<file path="config.mk">
export PLATFORM = sky130hd
export DESIGN_NAME = full_logic_param
export DESIGN_NICKNAME = d
export VERILOG_FILES = /design/src/rtl/full_logic_param.sv
export SDC_FILE = /design/constraint.sdc
export NUM_CORES = 1
export LEC_CHECK = 0
export ABC_AREA = 1
export BUFFER_PORTS_ARGS = -buffer_cell sky130_fd_sc_hd__buf_4
export CORE_ASPECT_RATIO = 2
export CORE_MARGIN = 4
export CORE_UTILIZATION = 45
export DETAILED_ROUTE_END_ITERATION = 10
export PLACE_DENSITY = 0.59
export SKIP_LAST_GASP = 1
export SYNTH_ARGS = -nofsm -noshare
export SYNTH_HDL_FRONTEND = slang
export SYNTH_SLANG_ARGS = --single-unit
</file>
<file path="constraint.sdc">
create_clock -name clk -period 7.22 [get_ports clk]
set_clock_uncertainty 0.2 [all_clocks]
set_input_delay 2.166 -clock clk [delete_from_list [all_inputs] [get_ports clk]]
set_output_delay 2.166 -clock clk [all_outputs]
set_load 0.02 [all_outputs]
</file>
<file path="src/rtl/full_logic_param.sv">
// Transmit-layer full logic: main FIFO -> NUM_VC virtual-channel FIFOs -> NUM_D destination
// FIFOs. It provides round-robin VC arbitration, almost-full threshold backpressure per stage,
// a pause output, per-destination underflow flags, and an init/idle/active/error control FSM.
module full_logic_param #(
    parameter int unsigned DATA_W = 6,
    parameter int unsigned ADDR_W = 2,
    parameter int unsigned NUM_VC = 2,
    parameter int unsigned NUM_D  = 2
) (
    input  logic                    clk,
    input  logic                    reset,
    input  logic                    init,
    input  logic                    wr_enable,
    input  logic [DATA_W-1:0]       data_in,
    input  logic [ADDR_W:0]         umbral_MF,
    input  logic [ADDR_W:0]         umbral_VC,
    input  logic [ADDR_W:0]         umbral_D,
    input  logic [NUM_D-1:0]        pop,
    output logic [NUM_D*DATA_W-1:0] data_out,
    output logic [NUM_D-1:0]        empty_d,
    output logic [NUM_D-1:0]        error_d,
    output logic                    pause_out,
    output logic                    idle_out,
    output logic                    active_out,
    output logic                    error_out
);

    localparam int unsigned DEPTH = 2 ** ADDR_W;
    localparam int unsigned VC_B  = $clog2(NUM_VC);
    localparam int unsigned D_B   = $clog2(NUM_D);

    typedef logic [DATA_W-1:0] word_t;
    typedef logic [ADDR_W:0]   cnt_t;
    typedef logic [ADDR_W-1:0] ptr_t;
    typedef logic [VC_B-1:0]   vc_idx_t;
    typedef logic [D_B-1:0]    d_idx_t;

    localparam cnt_t DEPTH_C = cnt_t'(DEPTH);

    typedef enum logic [1:0] {StInit, StIdle, StActive, StError} state_t;

    // A threshold of zero or above the FIFO depth means "no early backpressure".
    function automatic cnt_t sat_th(input cnt_t t);
        return ((t == '0) || (t > DEPTH_C)) ? DEPTH_C : t;
    endfunction

    state_t  state_q;
    cnt_t    th_mf_q, th_vc_q, th_d_q;
    vc_idx_t rr_q;

    word_t   mf_mem [DEPTH];
    ptr_t    mf_rd_q, mf_wr_q;
    cnt_t    mf_cnt_q;

    word_t   vc_mem [NUM_VC][DEPTH];
    ptr_t    vc_rd_q [NUM_VC];
    ptr_t    vc_wr_q [NUM_VC];
    cnt_t    vc_cnt_q [NUM_VC];

    word_t   d_mem [NUM_D][DEPTH];
    ptr_t    d_rd_q [NUM_D];
    ptr_t    d_wr_q [NUM_D];
    cnt_t    d_cnt_q [NUM_D];
    word_t   d_out_q [NUM_D];
    logic [NUM_D-1:0] error_d_q;

    logic              xfer_en, overflow, mf_push, mf_pop, err_evt, all_empty;
    word_t             mf_head;
    vc_idx_t           s1_vc;
    word_t             vc_head [NUM_VC];
    d_idx_t            vc_dst [NUM_VC];
    logic [NUM_VC-1:0] s2_elig, vc_push, vc_pop;
    logic              s2_valid;
    vc_idx_t           s2_vc, cand;
    d_idx_t            s2_dst;
    word_t             s2_word;
    logic [NUM_D-1:0]  d_push, d_pop_ok, underflow;

    // Stage 1 decode: main FIFO head and whether its VC has room below threshold.
    always_comb begin
        xfer_en  = (state_q == StIdle) || (state_q == StActive);
        // Overflow uses the registered count, so a same-cycle read does not save the word.
        overflow = wr_enable && (mf_cnt_q == DEPTH_C);
        mf_push  = wr_enable && xfer_en && !overflow;
        mf_head  = mf_mem[mf_rd_q];
        s1_vc    = mf_head[DATA_W-1 -: VC_B];
        mf_pop   = xfer_en && (mf_cnt_q != '0) && (vc_cnt_q[s1_vc] < th_vc_q);
    end

    // Stage 2 eligibility: VC non-empty and its head's destination below threshold.
    always_comb begin
        s2_elig = '0;
        for (int v = 0; v < int'(NUM_VC); v++) begin
            vc_head[v]  = vc_mem[v][vc_rd_q[v]];
            vc_dst[v]   = vc_head[v][DATA_W-1-VC_B -: D_B];
            s2_elig[v]  = (vc_cnt_q[v] != '0) && (d_cnt_q[vc_dst[v]] < th_d_q);
        end
    end

    // Round-robin grant: first eligible VC after the last granted one.
    always_comb begin
        s2_valid = 1'b0;
        s2_vc    = '0;
        cand     = '0;
        for (int k = 1; k <= int'(NUM_VC); k++) begin
            cand = rr_q + vc_idx_t'(k);
            if (!s2_valid && s2_elig[cand]) begin
                s2_valid = 1'b1;
                s2_vc    = cand;
            end
        end
        s2_valid = s2_valid && xfer_en;
        s2_dst   = vc_dst[s2_vc];
        s2_word  = vc_head[s2_vc];
    end

    // Per-FIFO push/pop strobes and the global error/empty summaries.
    always_comb begin
        for (int v = 0; v < int'(NUM_VC); v++) begin
            vc_push[v] = mf_pop && (s1_vc == vc_idx_t'(v));
            vc_pop[v]  = s2_valid && (s2_vc == vc_idx_t'(v));
        end
        all_empty = (mf_cnt_q == '0);
        for (int v = 0; v < int'(NUM_VC); v++) begin
            all_empty = all_empty && (vc_cnt_q[v] == '0);
        end
        for (int i = 0; i < int'(NUM_D); i++) begin
            d_push[i]    = s2_valid && (s2_dst == d_idx_t'(i));
            d_pop_ok[i]  = pop[i] && (d_cnt_q[i] != '0);
            underflow[i] = pop[i] && (d_cnt_q[i] == '0);
            all_empty    = all_empty && (d_cnt_q[i] == '0);
        end
        err_evt = overflow || (|underflow);
    end

    // Control FSM, threshold capture and round-robin pointer.
    always_ff @(posedge clk) begin
        if (!reset) begin
            state_q <= StInit;
            th_mf_q <= DEPTH_C;
            th_vc_q <= DEPTH_C;
            th_d_q  <= DEPTH_C;
            rr_q    <= vc_idx_t'(NUM_VC - 1);
        end else begin
            if ((state_q == StInit) && init) begin
                th_mf_q <= sat_th(umbral_MF);
                th_vc_q <= sat_th(umbral_VC);
                th_d_q  <= sat_th(umbral_D);
            end
            if (s2_valid) begin
                rr_q <= s2_vc;
            end
            if (err_evt) begin
                state_q <= StError;
            end else begin
                case (state_q)
                    StInit:   if (!init) state_q <= StIdle;
                    StIdle: begin
                        if (init) begin
                            state_q <= StInit;
                        end else if (!all_empty) begin
                            state_q <= StActive;
                        end
                    end
                    StActive: if (all_empty) state_q <= StIdle;
                    default:  state_q <= StError;
                endcase
            end
        end
    end

    // Main FIFO storage.
    always_ff @(posedge clk) begin
        if (!reset) begin
            mf_rd_q  <= '0;
            mf_wr_q  <= '0;
            mf_cnt_q <= '0;
        end else begin
            if (mf_push) begin
                mf_mem[mf_wr_q] <= data_in;
                mf_wr_q         <= mf_wr_q + ptr_t'(1);
            end
            if (mf_pop) begin
                mf_rd_q <= mf_rd_q + ptr_t'(1);
            end
            mf_cnt_q <= mf_cnt_q + cnt_t'(mf_push) - cnt_t'(mf_pop);
        end
    end

    // VC FIFO storage.
    always_ff @(posedge clk) begin
        for (int v = 0; v < int'(NUM_VC); v++) begin
            if (!reset) begin
                vc_rd_q[v]  <= '0;
                vc_wr_q[v]  <= '0;
                vc_cnt_q[v] <= '0;
            end else begin
                if (vc_push[v]) begin
                    vc_mem[v][vc_wr_q[v]] <= mf_head;
                    vc_wr_q[v]            <= vc_wr_q[v] + ptr_t'(1);
                end
                if (vc_pop[v]) begin
                    vc_rd_q[v] <= vc_rd_q[v] + ptr_t'(1);
                end
                vc_cnt_q[v] <= vc_cnt_q[v] + cnt_t'(vc_push[v]) - cnt_t'(vc_pop[v]);
            end
        end
    end

    // Destination FIFO storage, registered read data and underflow pulses.
    always_ff @(posedge clk) begin
        for (int i = 0; i < int'(NUM_D); i++) begin
            if (!reset) begin
                d_rd_q[i]    <= '0;
                d_wr_q[i]    <= '0;
                d_cnt_q[i]   <= '0;
                d_out_q[i]   <= '0;
                error_d_q[i] <= 1'b0;
            end else begin
                if (d_push[i]) begin
                    d_mem[i][d_wr_q[i]] <= s2_word;
                    d_wr_q[i]           <= d_wr_q[i] + ptr_t'(1);
                end
                if (d_pop_ok[i]) begin
                    d_out_q[i] <= d_mem[i][d_rd_q[i]];
                    d_rd_q[i]  <= d_rd_q[i] + ptr_t'(1);
                end
                d_cnt_q[i]   <= d_cnt_q[i] + cnt_t'(d_push[i]) - cnt_t'(d_pop_ok[i]);
                error_d_q[i] <= underflow[i];
            end
        end
    end

    // Output packing and state decode.
    always_comb begin
        data_out = '0;
        empty_d  = '0;
        for (int i = 0; i < int'(NUM_D); i++) begin
            data_out[i*DATA_W +: DATA_W] = d_out_q[i];
            empty_d[i]                   = (d_cnt_q[i] == '0);
        end
        error_d    = error_d_q;
        pause_out  = (mf_cnt_q >= th_mf_q);
        idle_out   = (state_q == StIdle);
        active_out = (state_q == StActive);
        error_out  = (state_q == StError);
    end

endmodule
</file>
# After elaboration in Yosys (flattened, before gate mapping)
# Memories as Yosys holds them, arrays and structs flattened. A register that Yosys moved wholly into a read port is not among the register bits.
# Cells that the tools add are included.
# totals
reg_bits,21
latchBits,0
ram_bits,160
romBits,0
in_bits,21
out_inout_bits,20
wordCells,246
mem_count,10
# op_classes
addsub,21
mul,0
div,0
n_lt_le_gt_ge,22
n_eq_ne,7
n_shift,0
muxes,98
n_bitwise,26
reduce_logical,53
# mem_list
name,words,word_bits,rd,rd_ports_with_merged_regs,wr,line_no,text
d_mem,2,24,2,0,1,60,word_t d_mem [NUM_D][DEPTH];
vc_mem,2,24,2,0,1,55,word_t vc_mem [NUM_VC][DEPTH];
mf_mem,4,6,1,1,1,51,word_t mf_mem [DEPTH];
d_out_q,2,6,2,0,2,64,word_t d_out_q [NUM_D];
d_cnt_q,2,3,4,0,2,63,cnt_t d_cnt_q [NUM_D];
vc_cnt_q,2,3,3,0,2,58,cnt_t vc_cnt_q [NUM_VC];
4 more memories,--,--,--,--,--,--,
# ops
cell,count
$mux W24,8
$mux W6,17
$bmux W6 S2,4
$demux W6 S2,4
$reduce_or A24 Y1,2
$mux W1,42
$mux W2,15
$logic_and A1 B1 Y1,28
$ge A3 B3 Y1 const B,8
$logic_not A3 Y1,8
$not A2 Y3,8
$mux W3,7
$add A2 B1 Y2 const B,10
$add A3 B1 Y3,5
$reduce_bool A3 Y1,5
$sub A3 B1 Y3,5
$or A1 B1 Y1,14
$lt A3 B1 Y1 const B,4
$gt A3 B3 Y1 const B,3
$lt A3 B3 Y1,3
$pmux W2 S3,1
$logic_or A1 B1 Y1,5
$eq A2 B2 Y1 const B,2
$lt A1 B2 Y1 const B,2
14 further kinds,17

# Depth between registers and ports, before layout
# An unclocked memory read counts as a cell.
# depth
word_depth,23
mapped_depth,21
mapped_depth_nobuf,21

# Worst setup path after synthesis
# OpenSTA, ideal clock, no wires.
# synth_timing
path_type,input-to-reg
from,in wr_enable
to,reg mf_cnt_q[2]
setup_time_ns,0.070
arrival_ns,3.693
required_time_ns,6.950
setup_slack_ns,3.257
path_stages,11
n_path_buf,0
path_cell_list,inv_1 -> nor4_1 -> nor3_1 -> inv_1 -> ha_1 -> inv_1 -> ha_1 -> fa_1 -> inv_1 -> o21ai_0 -> a21oi_1
# synth_between
elab_chain_cells,5
word_cells_on_any_way,6
classes_between,add/sub (2); reduce/logical (4)
# synth_rtl
element,line_no,text
start: declaration,13,"input logic wr_enable,"
$logic_and A1 B1 Y1,83,overflow = wr_enable && (mf_cnt_q == DEPTH_C);
$logic_not A1 Y1,84,mf_push = wr_enable && xfer_en && !overflow;
$logic_and A1 B1 Y1 *,84,
$add A3 B1 Y3 *,186,mf_cnt_q <= mf_cnt_q + cnt_t'(mf_push) - cnt_t'(mf_pop);
$sub A3 B1 Y3 *,186,
end signal: assignment,186,
end: declaration,53,cnt_t mf_cnt_q;
# Mark *: on every way between the ends. The rest lies on a longest branch, timed or not.
# A chain may end at the register's enable or synchronous reset.

==> summary.txt <==
Status
  • Run status: finished clean

Clocking
  • Clock root buffer: sky130_fd_sc_hd__clkbuf_16
  • Worst-skew pair later-pin latency: 430 ps
  • Post-cts hold buffer count: 0
  • Maximum buffer depth of the clock tree: 2
  • Count of H-tree levels built during CTS: 4
  • Clock-pin slew on the worst setup and hold paths: 70 ps
  • Clock tree from TritonCTS: built
  • Post-CTS setup buffer count: 0
  • PostCTS Resize Cnt: 0
  • Clock buffers created by TritonCTS: 17
  • Total clock sinks: 183

Place
  • Routability cong.: 0.856
  • Total half-perimeter wirelength after legalization and detailed placement: 12300 um
  • IO Port Bufs: 40

Logic synthesis
  • Netlist area before placement: 8220 sq um
  • Number of distinct standard cells referenced by the synthesized netlist: 36
  • Number of cells produced by synthesis: 757
  • Fraction of the yosys area taken by sequential cells: 62.6%
  • Total nets after synthesis: 829
  • Synthesis warning total: 0
  • Average cell area after synthesis: 10.9 sq um
  • Synth Register Bits: 183

Drt
  • Vias per cell: 5.12
  • DR iter-0 viols: 126
  • Routed via count: 5249
  • First-pass detailed-route iteration total: 5
  • Detailed-route wire length per cell: 15.8 um
  • Antenna Nets Post-Route: 0
  • DRT Wirelength: 16200 um
  • DRC errors left: 0

GRT
  • Vias in the first global route: 5419
  • Total global routing overflow: 0
  • First-pass GRT wire length: 26300 um
  • Pin count of the biggest net entering global routing: 35
  • Overall fraction of global-route tracks in use: 16.3%
  • Number of antenna violations at the first check in global routing: 0

Finish
  • Most frequent cells in the layout: sky130_fd_sc_hd__edfxtp_1 (148), sky130_fd_sc_hd__nor2_1 (113), sky130_fd_sc_hd__inv_1 (102), sky130_fd_sc_hd__nand2_1 (86), sky130_fd_sc_hd__o21ai_0 (66)
  • Total Nets Final: 872
  • Most frequent standard cell in the layout excluding fill and tap cells: sky130_fd_sc_hd__edfxtp_1
  • Ant. Diodes: 0
  • Fraction of layout cells with a size suffix above 1: 13.2%
  • Relative area change from synthesis to final layout: 13.1%

Timing
  • Period utilisation layout: 57.2%
  • Achievable Freq: 242 MHz
  • Final count of hold timing violations: 0
  • Normalized max-slew margin: 42.3%
  • Aggregate negative setup slack: 0 ps
  • Final setup vio count: 0
  • Final critical delay including setup and external delays: 4130 ps
  • Slew at the pin closest to its max-slew limit: 865 ps
  • Count of final max-slew check failures: 0
  • RSZ-0062 raised after global routing: false
  • Worst hold slack: 287 ps

Pwr
  • Leakage: 3.76 nW
  • Cell area power density: 400 nW/um^2
  • Worst IR drop on VDD: 0.000167 V

Floorplanning
  • Overall die height: 199 um
  • Horizontal die dimension: 104 um
  • Std-Cell Core Area: 17900 sq um
  • Effective utilization at floorplan: 46.0%
  • Std cell rows: 69
  • Top-level port count: 41
  • Die Outline Area: 20600 sq um

Run
  • Max-cap violation count: 0

Critical path
  • Nature of the critical path endpoint: flip-flop
  • Critical path peak fanout: 15
  • Classification of the worst setup path: reg -> reg
  • Data arrival time at the worst-slack endpoint: 4280 ps
  • Worst EP required: 7370 ps
  • Element type at the critical path start: flip-flop

Hold path
  • Min-delay worst type: reg -> reg
path summary, 6_finish.rpt:
path	from	end	slack, ps	cells after the start
setup / recovery	vc_rd_q[0][0]$_SDFFCE_PN0P_	vc_cnt_q[0][2]$_SDFF_PN0_	3090	17
hold / removal	th_mf_q[1]$_SDFFE_PN0P_	th_mf_q[1]$_SDFFE_PN0P_	290	2
setup reg to reg	vc_rd_q[0][0]$_SDFFCE_PN0P_	vc_cnt_q[0][2]$_SDFF_PN0_	3090	17
hold reg to reg	th_mf_q[1]$_SDFFE_PN0P_	th_mf_q[1]$_SDFFE_PN0P_	290	2
per-layer routing:
layer,track usage (%),part of all wire (%),vias to the layer above
met4,7.05,2.4,0
met3,2.46,1.8,26
met2,35.3,62,70
met5,0,0,-
met1,14.2,34,2513
li1,-,-,2640
where the power goes:
part	internal (mW)	switching (mW)	total, mW
registers	1.45	0.129	1.58
clock network	0.485	0.416	0.900
logic	0.394	0.844	1.24
total	2.33	1.39	3.72
critical path: stages (launching register included):
cell,delay [ps]
sky130_fd_sc_hd__edfxtp_1,590
sky130_fd_sc_hd__inv_2,260
sky130_fd_sc_hd__nand2_1,80
sky130_fd_sc_hd__nand3_1,150
sky130_fd_sc_hd__nand2_2,130
sky130_fd_sc_hd__o21ai_0,220
sky130_fd_sc_hd__ha_1,290
sky130_fd_sc_hd__a211oi_1,360
sky130_fd_sc_hd__nand3_2,160
sky130_fd_sc_hd__nand2_2,240
sky130_fd_sc_hd__inv_1,100
sky130_fd_sc_hd__nor2_2,120
sky130_fd_sc_hd__ha_1,130
sky130_fd_sc_hd__inv_1,40
sky130_fd_sc_hd__ha_1,190
sky130_fd_sc_hd__fa_1,380
sky130_fd_sc_hd__or2_2,300
sky130_fd_sc_hd__a21oi_1,110
metrics by stage:
stage               total power [mW]  util (%)  instance area, sq um  cells  setup slack [ps]
global placement                2.81      48.9                  8730    994              2990
detailed placement              2.87      48.9                  8730    994              2870
finish                          3.72      52.1                  9300   1026              3090
floorplan                       2.45         -                  8220    757              3260
global route                    3.98      52.1                  9300   1026              2820
CTS                             3.77      52.1                  9300   1026              3060
sequential cells by signal (all words and copies together) (netlist names), 6 cells and up, named ones only:
| name | cells |
|---|---|
| d_mem | 48 |
| vc_mem | 48 |
| d_out_q | 12 |
| d_cnt_q | 6 |
| vc_cnt_q | 6 |
| mf_mem | 24 |
cells in the mapped netlist:
cell | number | area, sq um
sky130_fd_sc_hd__inv_1 | 102 | 383
sky130_fd_sc_hd__fa_1 | 5 | 100
sky130_fd_sc_hd__o211ai_1 | 1 | 7.51
sky130_fd_sc_hd__buf_2 | 5 | 25.0
sky130_fd_sc_hd__buf_1 | 1 | 3.75
sky130_fd_sc_hd__clkinv_1 | 1 | 3.75
sky130_fd_sc_hd__xor2_1 | 6 | 52.6
sky130_fd_sc_hd__nor4_1 | 1 | 6.26
sky130_fd_sc_hd__and3_1 | 1 | 6.26
sky130_fd_sc_hd__inv_2 | 6 | 22.5
sky130_fd_sc_hd__nand3_2 | 6 | 60.1
sky130_fd_sc_hd__dfxtp_1 | 35 | 701
sky130_fd_sc_hd__o21ai_0 | 66 | 330
sky130_fd_sc_hd__nor2_4 | 2 | 22.5
sky130_fd_sc_hd__nor2_1 | 113 | 424
sky130_fd_sc_hd__nand3b_1 | 1 | 7.51
sky130_fd_sc_hd__ha_1 | 46 | 576
sky130_fd_sc_hd__nand4_1 | 1 | 6.26
sky130_fd_sc_hd__a21oi_1 | 36 | 180
sky130_fd_sc_hd__nand2_1 | 86 | 323
sky130_fd_sc_hd__nor2_2 | 2 | 12.5
sky130_fd_sc_hd__o22ai_1 | 10 | 62.6
sky130_fd_sc_hd__or2_2 | 5 | 31.3
sky130_fd_sc_hd__o21ai_1 | 6 | 30.0
sky130_fd_sc_hd__edfxtp_1 | 148 | 4440
sky130_fd_sc_hd__buf_4 | 1 | 7.51
sky130_fd_sc_hd__a211oi_1 | 4 | 30.0
sky130_fd_sc_hd__nor3_1 | 6 | 30.0
sky130_fd_sc_hd__clkbuf_1 | 12 | 45.0
sky130_fd_sc_hd__nand2_2 | 8 | 50.1
sky130_fd_sc_hd__nand3_1 | 21 | 105
sky130_fd_sc_hd__a21oi_4 | 1 | 16.3
sky130_fd_sc_hd__a221oi_1 | 6 | 52.6
sky130_fd_sc_hd__a31oi_1 | 2 | 12.5
sky130_fd_sc_hd__xnor2_1 | 2 | 17.5
sky130_fd_sc_hd__nand3_4 | 2 | 35.0
area by class of cell:
type | instances | area (sq um)
Multi-Input combinational cell | 446 | 2590
Clock inverter | 15 | 146
Sequential cell | 183 | 5140
Timing Repair Buffer | 43 | 323
Clock buffer | 17 | 425
Inverter | 109 | 409
Tap cell | 213 | 267
Fill cell | 1527 | 8570
cell families after synthesis:
| kind of cell | Yosys count | share of synthesized area (%) |
|---|---|---|
| AO/OA/AOI/OAI | 132 | 8.78 |
| XOR/XNOR | 8 | 0.852 |
| adder cells (fa/ha/maj) | 51 | 8.22 |
| buffers and inverters | 128 | 5.96 |
| flip-flops | 183 | 62.6 |
| AND/OR/NAND/NOR | 255 | 13.6 |
No activity file was read; power rests on OpenSTA's default activity.
